<file path="src/rtl/stream_prefetcher.sv">
// rtl/stream_prefetcher.sv - sequential next-line read prefetcher between a CPU port and its cache
// Demand reads pass through combinationally; after each one the stream is topped up to DEGREE lines ahead.
module stream_prefetcher #(
   parameter int ADDR_W     = 32,
   parameter int LINE_BYTES = 32,
   parameter int DEGREE     = 2,
   parameter int CNT_W      = 32
) (
   input  logic              clk,
   input  logic              rst,
   input  logic              pf_enable,
   input  logic [ADDR_W-1:0] cpu_addr,
   input  logic              cpu_read,
   input  logic              cpu_write,
   output logic              cpu_resp,
   output logic [ADDR_W-1:0] cache_addr,
   output logic              cache_read,
   output logic              cache_write,
   input  logic              cache_resp,
   output logic [CNT_W-1:0]  pf_count
);

   localparam int OFF    = $clog2(LINE_BYTES);
   localparam int LINE_W = ADDR_W - OFF;
   localparam int LEFT_W = $clog2(DEGREE + 2);
   localparam logic [LINE_W-1:0] MAX_LEAD = LINE_W'(DEGREE + 1);
   localparam logic [LEFT_W-1:0] DEG_L    = LEFT_W'(DEGREE);

   typedef enum logic {
      NORMAL   = 1'b0,
      PREFETCH = 1'b1
   } state_t;

   state_t             state, state_nx;
   logic               pf_valid, pf_valid_nx;
   logic [LINE_W-1:0]  pf_next, pf_next_nx;
   logic [LEFT_W-1:0]  pf_left, pf_left_nx;
   logic [CNT_W-1:0]   pf_count_nx;
   logic [LINE_W-1:0]  cpu_line;
   logic [LINE_W-1:0]  lead;
   logic [LEFT_W-1:0]  left_dec;

   always_ff @(posedge clk) begin
      if (rst) begin
         state    <= NORMAL;
         pf_valid <= 1'b0;
         pf_next  <= '0;
         pf_left  <= '0;
         pf_count <= '0;
      end else begin
         state    <= state_nx;
         pf_valid <= pf_valid_nx;
         pf_next  <= pf_next_nx;
         pf_left  <= pf_left_nx;
         pf_count <= pf_count_nx;
      end
   end

   always_comb begin
      cpu_line    = cpu_addr[ADDR_W-1:OFF];
      // Modular distance, so a stream that wraps through line 0 still counts as a hit.
      lead        = pf_next - cpu_line;
      left_dec    = pf_left - LEFT_W'(1);

      state_nx    = state;
      pf_valid_nx = pf_valid;
      pf_next_nx  = pf_next;
      pf_left_nx  = pf_left;
      pf_count_nx = pf_count;

      cache_addr  = cpu_addr;
      cache_read  = cpu_read;
      cache_write = cpu_write;
      cpu_resp    = cache_resp;

      case (state)
         NORMAL: begin
            if (cpu_read && cache_resp) begin
               if (pf_valid && (lead != '0) && (lead <= MAX_LEAD)) begin
                  pf_left_nx = LEFT_W'(MAX_LEAD - lead);
               end else begin
                  pf_next_nx  = cpu_line + LINE_W'(1);
                  pf_left_nx  = DEG_L;
                  pf_valid_nx = 1'b1;
               end
               if (pf_enable && (pf_left_nx != '0)) state_nx = PREFETCH;
            end
         end
         PREFETCH: begin
            // CPU requests stall here; the prefetch owns the cache port until its response.
            cache_addr  = {pf_next, {OFF{1'b0}}};
            cache_read  = 1'b1;
            cache_write = 1'b0;
            cpu_resp    = 1'b0;
            if (cache_resp) begin
               pf_next_nx  = pf_next + LINE_W'(1);
               pf_left_nx  = left_dec;
               pf_count_nx = pf_count + CNT_W'(1);
               if (cpu_read || cpu_write) begin
                  state_nx   = NORMAL;
                  pf_left_nx = '0;
               end else if (!pf_enable || (left_dec == '0)) begin
                  state_nx = NORMAL;
               end
            end
         end
         default: state_nx = NORMAL;
      endcase
   end

endmodule

</file>
<file path="config.mk">
export PLATFORM = sky130hd
export DESIGN_NAME = stream_prefetcher
export DESIGN_NICKNAME = d
export VERILOG_FILES = /design/src/rtl/stream_prefetcher.sv
export SDC_FILE = /design/constraint.sdc
export NUM_CORES = 1
export LEC_CHECK = 0
export ABC_AREA = 1
export CORE_MARGIN = 4
export CORE_UTILIZATION = 55
export CTS_CLUSTER_SIZE = 16
export DETAILED_ROUTE_END_ITERATION = 12
export PLACE_DENSITY = 0.83
export SETUP_SLACK_MARGIN = 0.02
export SLEW_MARGIN = 20
export SYNTH_ARGS = -nofsm -noshare
export SYNTH_HDL_FRONTEND = slang
export SYNTH_SLANG_ARGS = --single-unit
</file>
<file path="constraint.sdc">
create_clock -name clk -period 4.11 [get_ports clk]
set_input_delay 0.411 -clock clk [delete_from_list [all_inputs] [get_ports clk]]
set_output_delay 0.411 -clock clk [all_outputs]
set_load 0.005 [all_outputs]
</file>
==> key figures, run 1 <==
Run status
  – Outcome: finished clean

STA
  – Slew Limit Fails: 0
  – Clock skew: 10.7 ps
  – RSZ-0062 raised after global routing: no
  – Tcrit/Tclk final: 0.850
  – Final TNS setup: 0 ps
  – Crit path time final: 3490 ps
  – Final WS setup: 616 ps
  – Fmax: 286 MHz
  – Final hold slack: 485 ps
  – Final hold viol count: 0
  – Worst-margin pin slew: 722 ps
  – Final setup fails: 0
  – Slew HR: 0.513

Synth
  – Yosys Warn Count: 0
  – Mapped Cells: 1047
  – Number of synthesized flops with an enable pin: 0
  – Top cells by area, synth: dfxtp_1 21%, nand2_1 19%, inv_1 12%
  – Post-synth ARST share: 0
  – Synth Register Bits: 63
  – Yosys cell types: 36
  – Most common cell in the netlist: nand2_1
  – Post-synthesis sequential area ratio: 0.213
  – Post-Syn Area: 0.00592 mm2
  – Avg Cell Area, Syn: 5.65 um2
  – Post-synth top area cell: dfxtp_1
  – Synth top area share: 0.213
  – Synth cell count leaders: 305 x nand2_1, 194 x inv_1, 150 x nor2_1
  – Post-synth net total: 1115
  – Most used DFF post-synth: dfxtp_1

Final layout
  – # nets final: 1217
  – Share of post-route cells with drive strength above 1: 0.0573
  – Final core utilization: 0.692
  – Filler Cells Inserted: 960
  – Layout area overhead: 21.9%
  – Antenna diode instance count: 0
  – Non-Filler Instances: 1288

Detailed routing
  – Total routed wirelength: 16.5 mm
  – Antenna Nets Post-Route: 0
  – Vias/cell: 5.02
  – DR pass1 iterations: 5
  – DRC violation count after routing: 0
  – Starting DRC count in detailed routing: 430
  – Vias: 6472
  – Routed wire per std cell: 12.8 um

Clock network
  – CTS resizes: 0
  – # Post-CTS Setup Buffers: 0
  – Inserted Clock Buffers: 9
  – Clk_lat worst skew: 350 ps
  – CTS max path bufs: 2
  – Cts hold-fix bufs: 0
  – Clock sinks: 63
  – CTS clk-pin slew, worst paths: 70 ps
  – CTS tree: built
  – H-Tree Depth: 3
  – Clock Tree Root: clkbuf_8

Die
  – Die Ht: 112 um
  – I/O pin count: 105
  – FP Rows: 37
  – Die extent in x: 112 um
  – Core area: 0.0104 mm2
  – Initial core utilization: 0.568
  – Area of the die: 0.0125 mm2

Critical path
  – Crit. path cell count: 21
  – CP Cell Sequence: clkdlybuf4s50_1 -> ha_1 -> fa_1 -> inv_1 -> nand3_1 -> nand2_1 -> nand2_1 -> nand2_1 -> nand2_1 -> nand2_1 -> nand2_1 -> nand2_1 -> xor2_1 -> nor2_1 -> nand3_2 -> nand2_1 -> nand2_2 -> buf_4 -> nand2_1 -> nand2_1 -> nor2_1
  – Required @ worst endpoint: 4360 ps
  – Worst Setup Path Type: input pin to register
  – WP data arrival: 3740 ps
  – Crit end category: register
  – Slowest stage cell, crit path: clkdlybuf4s50_1
  – Most frequent cell on the critical path: nand2_1
  – Delay-heaviest family, CP: simple AND/OR/NAND/NOR gates
  – Worst reg2reg setup slack: 790 ps
  – Reg2reg path depth: 21
  – Critical Path Source Type: input pin
  – Worst Path Buf+Inv: 3
  – Crit path largest cell delay: 450 ps
  – Critical Path Fanout Max: 28

Global routing
  – Tot GR Track Use: 0.266
  – Largest net degree at the start of global routing: 32
  – Initial antenna violation count: 0
  – Vias in the first global route: 6247
  – First-pass GRT wire length: 28.0 mm
  – Total grt overflow: 0

Placement
  – Post-place setup slack: 340 ps
  – Buffers added on ports: 104
  – GPL Wtd Cong: 0.949
  – Placed insts: 1274
  – DP Wirelength: 13.4 mm

Hold path
  – Worst Hold Depth: 2
  – Hold WC Path Type: register to register

Power and ir drop
  – Peak supply drop: 0.000183 V
  – LEAKAGE: 3.55 nW
  – PD cells: 246 mW/mm2

Run
  – Max-Cap Viols: 0
-- stage by stage --
step	power, mW	area [um2]
2_1_floorplan	1.09	5920
6_report	1.77	7210
5_1_grt	1.88	7210
3_3_place_gp	1.29	7050
3_5_place_dp	1.30	7050
4_1_cts	1.77	7210
-- where the power goes --
group	internal (mW)	leakage, nW	switching, mW
clock network	0.245	0.0854	0.234
logic	0.253	2.95	0.380
registers	0.636	0.514	0.0253
total	1.13	3.55	0.639
-- cells in the final DEF (no fill, tap or decap), types with 9 or more instances in the layout --
| cell type | n |
|---|---|
| a21oi_1 | 46 |
| clkbuf_8 | 11 |
| clkdlybuf4s50_1 | 104 |
| dfxtp_1 | 62 |
| ha_1 | 29 |
| inv_1 | 194 |
| nand2_1 | 305 |
| nand3_1 | 58 |
| nand4_1 | 15 |
| nor2_1 | 150 |
| nor2_2 | 11 |
| nor3_1 | 20 |
| o21ai_0 | 33 |
| o21ai_1 | 9 |
| or2_2 | 16 |
| xnor2_1 | 9 |
| xor2_1 | 28 |
-- per-layer routing --
metal  track usage  vias to the layer above  wire length, um
met5             0                        -                0
met4        0.0916                        0              388
met2         0.466                      189             7740
met3        0.0310                       35              819
li1              -                     3409                -
met1         0.337                     2839             7570
-- sequential cells by signal, indices dropped and copies added, names as in the netlist --
| name | count |
|---|---|
| state | 1 |
| pf_left | 2 |
| pf_next | 27 |
| pf_count | 32 |
| pf_valid | 1 |
-- path summary, 6_finish.rpt --
kind	startpoint	to
min	pf_count[28]$_SDFFE_PP0P_	pf_count[28]$_SDFFE_PP0P_
min reg2reg	pf_count[28]$_SDFFE_PP0P_	pf_count[28]$_SDFFE_PP0P_
max reg2reg	pf_next[0]$_SDFFE_PP0P_	pf_next[25]$_SDFFE_PP0P_
max	cpu_addr[5]	pf_next[25]$_SDFFE_PP0P_
-- final cells by class --
| cell class | count | area [um2] | area share |
|---|---|---|---|
| Sequential cell | 63 | 1260 | 0.175 |
| Clock buffer | 13 | 159 | 0.0220 |
| Clock inverter | 1 | 5.00 | 0.000694 |
| Tap cell | 136 | 170 | 0.0236 |
| Timing Repair Buffer | 109 | 1080 | 0.150 |
| Multi-Input combinational cell | 765 | 3780 | 0.524 |
| Inverter | 201 | 757 | 0.105 |
-- worst min-delay path: cells and delay by family (launching register included) --
| family | cells | cell delay (ps) |
|---|---|---|
| buf+inv | 1 | 60 |
| compound gates | 1 | 50 |
| flops | 1 | 320 |
-- logic make-up after synthesis --
family,after synthesis,share of synthesized area
DFF,63,0.213
AOI/OAI and AO/OA,102,0.0930
xor gates and xnor gates,37,0.0548
buffers and inverters,219,0.148
and+or+nand+nor,596,0.426
adders and majority gates,30,0.0647
Note: power is estimated with default switching activity, not from simulation.
==> run 2, diff against run 1 <==
- SKIP_LAST_GASP: default -> 1
==> results of run 2 <==
Same layout as run 1: the final DEF is identical, and so are final timing and power.
